===== config.mk =====
export PLATFORM = sky130hd
export DESIGN_NAME = ssd_capture_decoder
export DESIGN_NICKNAME = d
export VERILOG_FILES = /design/src/rtl/ssd_pkg.sv /design/src/rtl/ssd_capture_decoder_glyph_decode.sv /design/src/rtl/ssd_capture_decoder.sv
export SDC_FILE = /design/constraint.sdc
export NUM_CORES = 1
export LEC_CHECK = 0
export CAP_MARGIN = 15
export CORE_MARGIN = 4
export CORE_UTILIZATION = 55
export DETAILED_ROUTE_END_ITERATION = 8
export PLACE_DENSITY_LB_ADDON = 0.15
export SETUP_SLACK_MARGIN = 0.02
export SYNTH_ARGS = -nofsm -noshare
export SYNTH_HDL_FRONTEND = slang
export SYNTH_SLANG_ARGS = --single-unit

===== constraint.sdc =====
create_clock -name clk -period 2.04 [get_ports clk]
set_input_delay 0.408 -clock clk [delete_from_list [all_inputs] [get_ports clk]]
set_output_delay 0.408 -clock clk [all_outputs]
set_load 0.02 [all_outputs]

===== src/rtl/ssd_pkg.sv =====
// Shared definitions for the seven-segment capture path: glyph constants,
// frame-control states and the glyph-to-nibble reverse lookup.
package ssd_pkg;

  typedef logic [0:6] seg_t;

  // Segment order a..g, active-low (0 = lit).
  localparam seg_t GLYPH_0   = 7'b0000001;
  localparam seg_t GLYPH_1   = 7'b1001111;
  localparam seg_t GLYPH_2   = 7'b0010010;
  localparam seg_t GLYPH_3   = 7'b0000110;
  localparam seg_t GLYPH_4   = 7'b1001100;
  localparam seg_t GLYPH_5   = 7'b0100100;
  localparam seg_t GLYPH_6   = 7'b0100000;
  localparam seg_t GLYPH_7   = 7'b0001111;
  localparam seg_t GLYPH_8   = 7'b0000000;
  localparam seg_t GLYPH_9   = 7'b0001100;
  localparam seg_t GLYPH_A   = 7'b0001000;
  localparam seg_t GLYPH_B   = 7'b1100000;
  localparam seg_t GLYPH_C   = 7'b0110001;
  localparam seg_t GLYPH_D   = 7'b1000010;
  localparam seg_t GLYPH_E   = 7'b0110000;
  localparam seg_t GLYPH_F   = 7'b0111000;
  localparam seg_t SEG_BLANK = 7'b1111111;

  typedef enum logic {COLLECT, PUBLISH} frame_state_t;

  typedef struct packed {
    logic       legal;
    logic [3:0] nib;
  } glyph_t;

  function automatic glyph_t glyph_decode(seg_t s);
    glyph_t g;
    g.legal = 1'b1;
    g.nib   = 4'h0;
    case (s)
      GLYPH_0: g.nib = 4'h0;
      GLYPH_1: g.nib = 4'h1;
      GLYPH_2: g.nib = 4'h2;
      GLYPH_3: g.nib = 4'h3;
      GLYPH_4: g.nib = 4'h4;
      GLYPH_5: g.nib = 4'h5;
      GLYPH_6: g.nib = 4'h6;
      GLYPH_7: g.nib = 4'h7;
      GLYPH_8: g.nib = 4'h8;
      GLYPH_9: g.nib = 4'h9;
      GLYPH_A: g.nib = 4'hA;
      GLYPH_B: g.nib = 4'hB;
      GLYPH_C: g.nib = 4'hC;
      GLYPH_D: g.nib = 4'hD;
      GLYPH_E: g.nib = 4'hE;
      GLYPH_F: g.nib = 4'hF;
      default: g.legal = 1'b0;
    endcase
    return g;
  endfunction

endpackage


===== src/rtl/ssd_capture_decoder_glyph_decode.sv =====
// Combinational reverse lookup of one active-low segment pattern.
module ssd_glyph_decode
  import ssd_pkg::*;
(
  input  logic [0:6] seg,
  output logic [3:0] nibble,
  output logic       legal
);

  glyph_t g;

  always_comb begin
    g      = glyph_decode(seg);
    nibble = g.nib;
    legal  = g.legal;
  end

endmodule


===== src/rtl/ssd_capture_decoder.sv =====
// Reconstructs the hex word shown on a multiplexed active-low 7-segment bus:
// debounce each (anode, segment) pattern, decode it, publish full frames.
module ssd_capture_decoder
  import ssd_pkg::*;
#(
  parameter int NUM_DIGITS    = 4,
  parameter int STABLE_CYCLES = 4
) (
  input  logic                    clk,
  input  logic                    rst_n,
  input  logic [0:6]              seg_in,
  input  logic [NUM_DIGITS-1:0]   an_in,
  output logic [4*NUM_DIGITS-1:0] value_out,
  output logic                    value_valid,
  output logic [NUM_DIGITS-1:0]   captured_mask,
  output logic                    bad_pattern,
  output logic                    multi_anode
);

  localparam int CW = $clog2(STABLE_CYCLES + 1);
  localparam logic [CW-1:0] STAB = CW'(STABLE_CYCLES);

  logic [0:6]                  samp_seg;
  logic [NUM_DIGITS-1:0]       samp_an;
  logic [CW-1:0]               cnt, cnt_nxt;
  logic                        chg, cap_evt;
  logic [NUM_DIGITS-1:0][3:0]  slot;
  frame_state_t                state;

  logic [NUM_DIGITS-1:0] an_low, base_mask, mask_nxt;
  logic                  one_hot, multi, store;
  logic [3:0]            nib;
  logic                  legal;

  ssd_glyph_decode u_dec (
    .seg    (samp_seg),
    .nibble (nib),
    .legal  (legal)
  );

  always_comb begin
    chg     = (seg_in != samp_seg) || (an_in != samp_an);
    cnt_nxt = chg ? CW'(1) : ((cnt == STAB) ? cnt : cnt + CW'(1));
    an_low  = ~samp_an;
    one_hot = (an_low != '0) && ((an_low & (an_low - 1'b1)) == '0);
    multi   = (an_low != '0) && !one_hot;
    store   = cap_evt && one_hot && legal;
    // The publish cycle starts the next frame, so its capture lands in a clean mask.
    base_mask = (state == PUBLISH) ? '0 : captured_mask;
    mask_nxt  = base_mask | (store ? an_low : '0);
  end

  always_ff @(posedge clk) begin
    if (!rst_n) begin
      samp_seg      <= '0;
      samp_an       <= '0;
      cnt           <= '0;
      cap_evt       <= 1'b0;
      slot          <= '0;
      captured_mask <= '0;
      value_out     <= '0;
      value_valid   <= 1'b0;
      bad_pattern   <= 1'b0;
      multi_anode   <= 1'b0;
      state         <= COLLECT;
    end else begin
      samp_seg <= seg_in;
      samp_an  <= an_in;
      cnt      <= cnt_nxt;
      // A change always re-arms; with STABLE_CYCLES=1 it also fires at once.
      cap_evt  <= (cnt_nxt == STAB) && (chg || cnt != STAB);

      bad_pattern <= cap_evt && one_hot && !legal;
      multi_anode <= cap_evt && multi;

      for (int i = 0; i < NUM_DIGITS; i++)
        if (store && an_low[i]) slot[i] <= nib;
      captured_mask <= mask_nxt;

      value_valid <= 1'b0;
      case (state)
        PUBLISH: begin
          value_out   <= slot;
          value_valid <= 1'b1;
        end
        default: ;
      endcase
      state <= (mask_nxt == '1) ? PUBLISH : COLLECT;
    end
  end

endmodule


==> reports/results.ini <==
[outcome]
status = completed

[layout]
fillers = 371
area_growth_syn_to_layout_pct = 24.3
layout-drive-gt1-share_pct = 21.5
nets = 339
instances_no_fill = 392
multi_input_area_sq_um = 1510
fin_util_pct = 71.4
antenna_cells = 0
seq_area_sq_um = 1110

[global_routing]
grt_busiest_layer = met2
met3_usage_pct = 4.36
antenna_found_initial = 0
grt_start_max_net_pins = 24
gr-total-overflow = 0
grt_pass1_wl_mm = 9.43
grtUsageMet2_pct = 31.1
grt.total_usage_pct = 19.0
grt_util_met1_pct = 25.5
grt_pass1_vias = 2003

[die]
die_area_sq_um = 6160
rows = 25
core_sq_um = 4750
die_w_um = 78.5
ios = 36
die-height_um = 78.5
initial_utilization_pct = 57.4

[detailed_routing]
via_count = 2037
drt_iter0_markers = 69
wl_mm = 5.63
drc_errors = 0
drt-vias-per-instance = 5.20
routedWlPerCell_um = 14.4
drt_pass1_iterations = 6
drtAntennaViolNets = 0

[pwr]
p_int_mw = 1.46
power-per-cell-area_nw_per_um2 = 580
p_clk_share_pct = 31.6
seqPwrFrac_pct = 56.4
power_switching_mw = 0.508
ir_drop_mv = 0.414
combPwrFrac_pct = 11.9
switching_share_pct = 25.8
p_leak_nw = 1.28

[placement]
routabilityCongestion = 0.878
dp_hpwl_mm = 4.17
port_buffers = 35
placedCellCount = 383

[cts]
cts_hold_buf = 0
clockBufferDepth = 2
numCtsBuffers = 5
cts-root-buf = clkbuf_8
tritoncts = done
worstSkewPairLatency_ps = 310
clkSlewWorstSetupHoldPaths_ps = 100
htreeDepth = 2
cts.sink_count = 55
postCtsSetupBuffers = 0

[synthesis]
yosysMostFrequentCell = dfxtp_1
yosysSeqAreaShare_pct = 40.3
yosysTopAreaCell = dfxtp_1
synth_edf_count = 0
synth_nets = 287
avgSynthCellArea_sq_um = 10.0
yosysWarnings = 0
synth_seq_cells = 55
netlist_instances = 272
yosys-top-cells-area = dfxtp_1 40%, mux2i_1 11%, nor2b_1 5.0%
synth_common_cells = 55 x dfxtp_1, 30 x mux2i_1, 25 x nand2_1, 22 x nor2b_1
synthFlopType = dfxtp_1
synth_top_area_share_pct = 40.3
synthArstFlopShare_pct = 0
synth_cell_types = 64
syn_area_sq_um = 2730

[critical_path]
cp.required_ps = 2250
worstSetupPathType = flip-flop to flip-flop
worstSetupStartpointType = flip-flop
r2r_slack_ps = 80
ff2ff_path_depth = 7
regToRegEndpoint = slot[13]$_SDFFE_PN0P_
r2r_start = samp_seg[3]$_SDFF_PN0_
arrival_ps = 2170
crit_fanout = 10
crit_path_end_kind = flip-flop

[sta]
hold_viol = 0
fin_crit_ps = 1960
slew_violations = 0
fmax_ghz = 0.510
clock_skew_ps = 14.9
rsz0062_at_grt = true
finalSetupTns_ps = 0
relSlewSlack_pct = 58.7
setup_viol = 0
max_slew.worst_pin.slew_ps = 613
fin_hold_ws_ps = 462
finalCritPeriodShare_pct = 96.1

[hold_path]
whs_path_depth = 2
worstHoldEndpoint = multi_anode$_SDFF_PN0_
min_path_type = flip-flop to flip-flop
worstHoldStart = cap_evt$_SDFF_PN0_

[flow_run]
max_cap_violations = 0

flip-flops by register name, summed over array words and instances (netlist names):
register and cells:
cap_evt 1, cnt 3, samp_seg 7, samp_an 4
multi_anode 1, captured_mask 4, state 1, bad_pattern 1
slot 16, value_out 16, value_valid 1
metrics by stage:
stage	setup WS (ps)	total power [mW]	cell area [sq um]
floorplan	225	1.28	2730
global placement	-71.0	1.36	3230
detailed placement	-75.0	1.36	3230
CTS	24.2	1.97	3340
global route	-46.1	2.04	3390
finish	79.2	1.97	3390
worst max-delay path by stage:
stage | from | slack (ps) | endpoint | depth (start not counted)
after floorplan | samp_seg[6]$_SDFF_PN0_ | 230 | slot[2]$_SDFFE_PN0P_ | 8
after global routing | samp_seg[3]$_SDFF_PN0_ | -50 | slot[12]$_SDFFE_PN0P_ | 7
after global placement | samp_seg[3]$_SDFF_PN0_ | -70 | slot[9]$_SDFFE_PN0P_ | 7
after detailed placement | samp_seg[3]$_SDFF_PN0_ | -80 | slot[9]$_SDFFE_PN0P_ | 6
after CTS | samp_seg[0]$_SDFF_PN0_ | 20 | slot[13]$_SDFFE_PN0P_ | 7
final | samp_seg[3]$_SDFF_PN0_ | 80 | slot[13]$_SDFFE_PN0P_ | 7
power groups by stage:
stage | clock (mW) | sequential [mW] | combinational [mW]
after detailed placement | 0 | 1.13 | 0.225
final | 0.623 | 1.11 | 0.235
after global placement | 0 | 1.13 | 0.223
after global routing | 0.671 | 1.11 | 0.254
after floorplan | 0 | 1.12 | 0.158
after CTS | 0.631 | 1.11 | 0.228
timing repair:
item,in CTS,in global routing
endpoints found under the setup margin,19,17
pin swaps,2,2
gates cloned,1,0
gates resized for setup,5,13
critical path, cell delays in order, from the launching register on:
cell and delay [ps]:
dfxtp_4 390, buf_4 170, nor2_8 160, nand3_1 130, a221oi_4 410, o31ai_4 110, or3_1 360, o211a_1 130
cells in the final DEF (no fill, tap or decap), types with 3 or more instances in the layout:
| master | count |
|---|---|
| nand2_1 | 25 |
| inv_1 | 5 |
| clkdlybuf4s50_1 | 35 |
| dfxtp_2 | 4 |
| nor2_1 | 7 |
| a21oi_1 | 3 |
| dfxtp_1 | 49 |
| nand2b_1 | 6 |
| and2_1 | 12 |
| xnor2_1 | 12 |
| clkbuf_8 | 5 |
| nor2b_1 | 21 |
| buf_4 | 28 |
| nor3_1 | 4 |
| o21ai_0 | 6 |
| nand3_1 | 3 |
| nor2_2 | 3 |
| a21boi_0 | 5 |
| mux2i_1 | 30 |
| nand4_1 | 3 |
| or3_1 | 3 |
final cells by class:
cell class                      count  share of cell area, %
Tap cell                           67                   2.47
Multi-Input combinational cell    193                   44.6
Inverter                            5                  0.553
Sequential cell                    55                   32.8
Clock buffer                        5                   2.03
Clock inverter                      3                  0.700
Timing Repair Buffer               64                   16.8
cells by family (layout without fill, tap and decap cells):
kind of cell / after synthesis / in the layout / share of synthesized area (%)
AOI/OAI and AO/OA: 36 / 37 / 13.2
buffers and inverters: 25 / 77 / 6.37
DFF: 55 / 55 / 40.3
adders and majority gates: 3 / 3 / 1.28
xor gates and xnor gates: 14 / 14 / 4.49
and+or+nand+nor: 109 / 109 / 23.3
muxes: 30 / 30 / 11.0
per-layer routing:
metal  routed length (um)  up-vias
met4                   38        0
met5                    0        -
met3                  217        4
met2                 2640       37
met1                 2740      961
li1                     -     1035
Note: power is estimated with default switching activity, not from simulation.
